## src/rtl/alu_pkg.sv

```systemverilog
// Shared definitions for the pipelined ALU: opcode encodings, FSM state type and result flags.
package alu_pkg;

    localparam int unsigned OPW = 4;

    typedef logic [OPW-1:0] opcode_t;

    localparam opcode_t OP_NOP = 4'd0;
    localparam opcode_t OP_ADD = 4'd1;
    localparam opcode_t OP_SUB = 4'd2;
    localparam opcode_t OP_AND = 4'd3;
    localparam opcode_t OP_NOT = 4'd4;
    localparam opcode_t OP_OR  = 4'd5;
    localparam opcode_t OP_XOR = 4'd6;
    localparam opcode_t OP_SHL = 4'd7;
    localparam opcode_t OP_SHR = 4'd8;
    localparam opcode_t OP_MUL = 4'd9;

    typedef enum logic [0:0] {
        StIdle,
        StMult
    } state_e;

    typedef struct packed {
        logic zero;
        logic carry;
        logic neg;
        logic ovf;
        logic ill;
    } flags_t;

endpackage

```

## src/rtl/alu_mul_seq.sv

```systemverilog
// Iterative shift-add multiplier: one multiplier bit per cycle, WIDTH cycles after start.
// done_o marks the final iteration; product_o carries that iteration's sum the same cycle.
module alu_mul_seq #(
    parameter int unsigned WIDTH = 8
) (
    input  logic               clk,
    input  logic               rst_n,
    input  logic               start_i,
    input  logic [WIDTH-1:0]   a_i,
    input  logic [WIDTH-1:0]   b_i,
    output logic               done_o,
    output logic [2*WIDTH-1:0] product_o
);

    localparam int unsigned CW = (WIDTH > 1) ? $clog2(WIDTH) : 1;

    logic                 busy_q, busy_d;
    logic [CW-1:0]        cnt_q, cnt_d;
    logic [2*WIDTH-1:0]   mcand_q, mcand_d;
    logic [WIDTH-1:0]     mplier_q, mplier_d;
    logic [2*WIDTH-1:0]   acc_q, acc_d;
    logic [2*WIDTH-1:0]   acc_step;

    always_comb begin
        acc_step  = mplier_q[0] ? (acc_q + mcand_q) : acc_q;
        done_o    = busy_q && (cnt_q == CW'(WIDTH - 1));
        product_o = acc_step;
    end

    always_comb begin
        busy_d   = busy_q;
        cnt_d    = cnt_q;
        mcand_d  = mcand_q;
        mplier_d = mplier_q;
        acc_d    = acc_q;
        if (start_i) begin
            busy_d   = 1'b1;
            cnt_d    = '0;
            mcand_d  = {{WIDTH{1'b0}}, a_i};
            mplier_d = b_i;
            acc_d    = '0;
        end else if (busy_q) begin
            acc_d    = acc_step;
            mcand_d  = mcand_q << 1;
            mplier_d = mplier_q >> 1;
            cnt_d    = cnt_q + 1'b1;
            if (done_o) begin
                busy_d = 1'b0;
            end
        end
    end

    always_ff @(posedge clk or negedge rst_n) begin
        if (!rst_n) begin
            busy_q   <= 1'b0;
            cnt_q    <= '0;
            mcand_q  <= '0;
            mplier_q <= '0;
            acc_q    <= '0;
        end else begin
            busy_q   <= busy_d;
            cnt_q    <= cnt_d;
            mcand_q  <= mcand_d;
            mplier_q <= mplier_d;
            acc_q    <= acc_d;
        end
    end

endmodule

```

## src/rtl/alu_pipe.sv

```systemverilog
// Single-stage ALU with valid/ready handshakes on both sides and registered result/flags.
// Define ALU_PIPE_MUL_EN to add the multi-cycle MUL opcode; otherwise opcode 9 is illegal.
module alu_pipe
    import alu_pkg::*;
#(
    parameter int unsigned WIDTH = 8,
    parameter int unsigned SHW   = $clog2(WIDTH)
) (
    input  logic             clk,
    input  logic             rst_n,
    input  logic             in_valid,
    output logic             in_ready,
    input  logic [OPW-1:0]   opcode,
    input  logic [WIDTH-1:0] alu_in1,
    input  logic [WIDTH-1:0] alu_in2,
    output logic             out_valid,
    input  logic             out_ready,
    output logic [WIDTH-1:0] alu_out,
    output logic             zero,
    output logic             carry,
    output logic             neg,
    output logic             ovf,
    output logic             ill
);

    logic               accept;
    logic               out_free;
    logic               is_mul;

    logic               out_valid_q, out_valid_d;
    logic [WIDTH-1:0]   alu_out_q, alu_out_d;
    flags_t             flags_q, flags_d;

    logic [WIDTH:0]     sum_w;
    logic [WIDTH:0]     diff_w;
    logic [2*WIDTH-1:0] shl_w;
    logic [SHW-1:0]     shamt;
    logic [WIDTH-1:0]   res;
    logic               res_c;
    logic               res_v;
    logic               res_ill;

    function automatic flags_t make_flags(logic [WIDTH-1:0] r, logic c, logic v, logic i);
        flags_t f;
        f.zero  = (r == '0);
        f.carry = c;
        f.neg   = r[WIDTH-1];
        f.ovf   = v;
        f.ill   = i;
        return f;
    endfunction

    assign out_free = !out_valid_q || out_ready;
    assign accept   = in_valid && in_ready;

    // Single-cycle datapath; MUL is produced by the sequential multiplier instead.
    always_comb begin
        shamt   = alu_in2[SHW-1:0];
        sum_w   = {1'b0, alu_in1} + {1'b0, alu_in2};
        diff_w  = {1'b0, alu_in1} - {1'b0, alu_in2};
        shl_w   = {{WIDTH{1'b0}}, alu_in1} << shamt;
        res     = '0;
        res_c   = 1'b0;
        res_v   = 1'b0;
        res_ill = 1'b0;
        case (opcode)
            OP_NOP: res = '0;
            OP_ADD: begin
                res   = sum_w[WIDTH-1:0];
                res_c = sum_w[WIDTH];
                res_v = (alu_in1[WIDTH-1] == alu_in2[WIDTH-1]) &&
                        (sum_w[WIDTH-1] != alu_in1[WIDTH-1]);
            end
            OP_SUB: begin
                res   = diff_w[WIDTH-1:0];
                res_c = diff_w[WIDTH];
                res_v = (alu_in1[WIDTH-1] != alu_in2[WIDTH-1]) &&
                        (diff_w[WIDTH-1] != alu_in1[WIDTH-1]);
            end
            OP_AND: res = alu_in1 & alu_in2;
            OP_NOT: res = ~alu_in1;
            OP_OR:  res = alu_in1 | alu_in2;
            OP_XOR: res = alu_in1 ^ alu_in2;
            OP_SHL: begin
                res   = shl_w[WIDTH-1:0];
                res_c = shl_w[WIDTH];
            end
            OP_SHR: res = alu_in1 >> shamt;
            default: res_ill = 1'b1;
        endcase
    end

`ifdef ALU_PIPE_MUL_EN
    state_e             state_q, state_d;
    logic               mul_start;
    logic               mul_done;
    logic [2*WIDTH-1:0] mul_prod;

    assign is_mul    = (opcode == OP_MUL);
    assign mul_start = accept && is_mul;

    always_ff @(posedge clk or negedge rst_n) begin
        if (!rst_n) begin
            state_q <= StIdle;
        end else begin
            state_q <= state_d;
        end
    end

    always_comb begin
        state_d = state_q;
        case (state_q)
            StIdle: if (mul_start) state_d = StMult;
            StMult: if (mul_done)  state_d = StIdle;
            default: state_d = StIdle;
        endcase
    end

    always_comb begin
        in_ready = rst_n && (state_q == StIdle) && out_free;
    end

    alu_mul_seq #(
        .WIDTH(WIDTH)
    ) u_mul (
        .clk      (clk),
        .rst_n    (rst_n),
        .start_i  (mul_start),
        .a_i      (alu_in1),
        .b_i      (alu_in2),
        .done_o   (mul_done),
        .product_o(mul_prod)
    );
`else
    assign is_mul = 1'b0;

    always_comb begin
        in_ready = rst_n && out_free;
    end
`endif

    always_comb begin
        out_valid_d = out_valid_q;
        alu_out_d   = alu_out_q;
        flags_d     = flags_q;
        if (out_valid_q && out_ready) begin
            out_valid_d = 1'b0;
        end
        if (accept && !is_mul) begin
            out_valid_d = 1'b1;
            alu_out_d   = res;
            flags_d     = make_flags(res, res_c, res_v, res_ill);
        end
`ifdef ALU_PIPE_MUL_EN
        // Output register is guaranteed free here: MUL was only accepted with it draining.
        if (mul_done) begin
            out_valid_d = 1'b1;
            alu_out_d   = mul_prod[WIDTH-1:0];
            flags_d     = make_flags(mul_prod[WIDTH-1:0], |mul_prod[2*WIDTH-1:WIDTH],
                                     1'b0, 1'b0);
        end
`endif
    end

    always_ff @(posedge clk or negedge rst_n) begin
        if (!rst_n) begin
            out_valid_q <= 1'b0;
            alu_out_q   <= '0;
            flags_q     <= '0;
        end else begin
            out_valid_q <= out_valid_d;
            alu_out_q   <= alu_out_d;
            flags_q     <= flags_d;
        end
    end

    assign out_valid = out_valid_q;
    assign alu_out   = alu_out_q;
    assign zero      = flags_q.zero;
    assign carry     = flags_q.carry;
    assign neg       = flags_q.neg;
    assign ovf       = flags_q.ovf;
    assign ill       = flags_q.ill;

endmodule

```

## config.mk

```make
export PLATFORM = sky130hd
export DESIGN_NAME = alu_pipe
export DESIGN_NICKNAME = d
export VERILOG_FILES = /design/src/rtl/alu_pkg.sv /design/src/rtl/alu_mul_seq.sv /design/src/rtl/alu_pipe.sv
export SDC_FILE = /design/constraint.sdc
export NUM_CORES = 1
export LEC_CHECK = 0
export ABC_AREA = 1
export CAP_MARGIN = 40
export CORE_UTILIZATION = 33
export CTS_CLUSTER_DIAMETER = 60
export CTS_CLUSTER_SIZE = 24
export DETAILED_ROUTE_END_ITERATION = 12
export HOLD_SLACK_MARGIN = 0.05
export SYNTH_ARGS = -nofsm -noshare
export SYNTH_HDL_FRONTEND = slang
export SYNTH_SLANG_ARGS = --single-unit
```

## constraint.sdc

```tcl
create_clock -name clk -period 2.4 [get_ports clk]
set_input_delay 0.48 -clock clk [delete_from_list [all_inputs] [get_ports clk]]
set_output_delay 0.48 -clock clk [all_outputs]
set_load 0.05 [all_outputs]
```

==> summary.md <==
| Metric | Value |
|---|---|
| CP Data Arrival Time | `2.38 ns` |
| First-pass GRT wire length | `12900 um` |
| GRT Overall Usage | `21.8%` |
| Crit path max-delay family | `simple AND/OR/NAND/NOR gates` |
| Rows | `30` |
| # clock sinks | `13` |
| Grt met2 use | `37.8%` |
| Most used routing layer | `met2` |
| Layout Skew | `0.00188 ns` |
| Starting density of the core | `34.6%` |
| Pre-CTS setup slack | `-0.312 ns` |
| Gate count of the mapped netlist | `424` |
| Crit-path slowest cell | `clkdlybuf4s50_1` |
| Synthesis warning total | `0` |
| Peak supply drop | `0.000158 V` |
| Total number of vias | `2914` |
| Routed vias/inst | `4.84` |
| Core ar. | `6870 um^2` |
| CP endpoint kind | `flip-flop` |
| Diodes inserted | `0` |
| Critical Path Fanout Max | `6` |
| Hold Path Class | `flip-flop to flip-flop` |
| Routability cong. | `0.944` |
| CTS tree | `done` |
| Syn Std Cell Area | `2370 um^2` |
| Synth unique cells | `27` |
| Port bufs | `38` |
| CP Launch Type | `input pin` |
| Top cells by count, synth | `nand2_1 (159), nand3_1 (65), inv_1 (46), nor2_1 (39), ha_1 (26)` |
| Fillcell total | `744` |
| Final nets | `559` |
| Critical Path RT | `2.53 ns` |
| Slew @ Worst Pin | `0.506 ns` |
| DRC | `0` |
| Syn_nets | `476` |
| # IOs | `39` |
| Final WL | `7830 um` |
| Total power | `1.17 mW` |
| Setup violators final | `0` |
| Util after Layout | `47.9%` |
| Final hold vios | `0` |
| Area Overhead vs Synth | `38.7%` |
| Fmax achieved | `0.445 GHz` |
| Post-synth top area share | `25.1%` |
| Critical Path Most Common Cell | `nand2_1` |
| Critical path type | `input pin to flip-flop` |
| DR iter-0 viols | `137` |
| Hold_buf cts | `0` |
| Clock Pin Slew Worst Setup and Hold Paths | `0.05 ns` |
| Area contributors post-synth | `nand2_1 (25%), dfrtp_1 (14%), ha_1 (14%)` |
| Top-count cell post-synth | `nand2_1` |
| Clk root buf | `clkbuf_8` |
| Wire length per cell | `13.0 um` |
| Fin. max-slew vios | `0` |
| Post-layout minimum cycle time | `2.25 ns` |
| Sequential-to-total area share from yosys stat | `13.7%` |
| Largest net degree at the start of global routing | `22` |
| Post-DP HPWL | `6610 um` |
| Initial antenna violation count | `0` |
| Vias in the first global route | `2746` |
| Post-route ant nets | `0` |
| Die H | `86.8 um` |
| Synthesized flop and latch total | `13` |
| Clock buffer depth | `2` |
| Met3 usage | `1.62%` |
| GR Util met1 | `27.9%` |
| Syn avg cell area | `5.60 um^2` |
| GRT overflow | `0` |
| EDFF count, synth | `0` |
| Slowest stage delay, CP | `0.48 ns` |
| H-tree Lvls | `1` |
| Max-cap violations | `0` |
| Die Area | `7540 um^2` |
| Leak Pwr | `1.79 nW` |
| Inserted Clock Buffers | `3` |
| Share of post-route cells with drive strength above 1 | `15.6%` |
| Drt first pass iters | `5` |
| Crit path buf inv count | `3` |
| Cell taking the most area after synthesis | `nand2_1` |
| Die width | `86.8 um` |
| Synth async-reset ratio | `100%` |
| CP Cell Sequence | `clkdlybuf4s50_1 > inv_1 > ha_1 > nand2_1 > inv_1 > a21oi_1 > nand2_1 > nand2_1 > nand3_1 > nand3_1 > nor2_1 > nand3_1 > nand2_1` |
| Final Cycle Share | `93.7%` |
| Status | `finished, final reports clean` |
| Synth Flop Type | `dfrtp_1` |
| Clock latency at the later pin of the worst-skew pair | `0.23 ns` |
| Max-Slew Margin vs Limit | `66.1%` |
| Setup ws final | `0.152 ns` |
| Pwr dens | `357 nW/um^2` |
tightest hold or removal path, cell delays in order, from the launching register on:
cell and delay (ns):
dfrtp_1 0.34, nand2_1 0.05, nand2_1 0.05
cell families after synthesis:
logic type	synth area share [%]
XOR/XNOR	0.369
buffers and inverters	11.3
AND/OR/NAND/NOR	50.9
flip-flops	13.7
AO/OA/AOI/OAI	8.38
adder cells (fa/ha/maj)	15.4
final timing paths:
path	slack, ns	start	end	depth (start not counted)
setup / recovery	0.15	alu_in1[5]	zero	13
hold / removal	0.47	alu_out[5]	alu_out[5]	2
setup reg to reg	1.12	out_valid	zero	8
hold reg to reg	0.47	alu_out[5]	alu_out[5]	2
max in group asynchronous	1.64	rst_n	alu_out[1]	2
min in group asynchronous	0.60	rst_n	zero	2
layout by cell type (no fill, tap or decap), drive strengths merged, types with 5 or more instances in the layout:
cell / synthesis / layout
inv: 50 / 50
a21oi: 15 / 15
nor2: 47 / 47
nand2: 161 / 161
nand3: 65 / 65
buf: 11 / 52
nand3b: 5 / 5
clkdlybuf4s50: 0 / 33
dfrtp: 13 / 13
ha: 26 / 26
o21ai: 18 / 18
sequential cells by signal, indices dropped and copies added (netlist names):
signal	cells
alu_out	8
carry	1
ill	1
out_valid	1
ovf	1
zero	1
metrics by stage:
| stage | instances | area, um^2 | hold WS [ns] | setup TNS [ns] |
|---|---|---|---|---|
| finish | 602 | 3290 | 0.474 | 0 |
| global route | 602 | 3290 | 0.491 | -0.00922 |
| CTS | 602 | 3250 | 0.479 | 0 |
| detailed placement | 598 | 3200 | 0.465 | -1.75 |
| global placement | 598 | 3200 | 0.465 | -1.26 |
| floorplan | 424 | 2370 | 0.184 | 0 |
area by class of cell:
cell class	count	area [um^2]	share of cell area, %
flip-flops and latches	13	325	9.88
clock buffers	4	45.0	1.37
inverters	51	193	5.85
multi-input cells	349	1820	55.2
well taps	96	120	3.65
repair buffers	89	792	24.1
report_power, final:
part	total, mW	switching, mW	internal, mW
Clock	0.186	0.0691	0.117
Combinational	0.721	0.439	0.283
Sequential	0.267	0.0159	0.252
per-layer routing:
layer  up-vias  wire length [um]
li1       1512                 -
met1      1303              3630
met2        87              3680
met3        12               308
met4         0               208
met5         -                 0
timing repair:
action | in CTS | in global routing
setup endpoints to repair | 2 | 8
resized for setup | 1 | 13
cloned | 0 | 0
setup buffers | 0 | 0
Power figures use the tool's default switching activity.
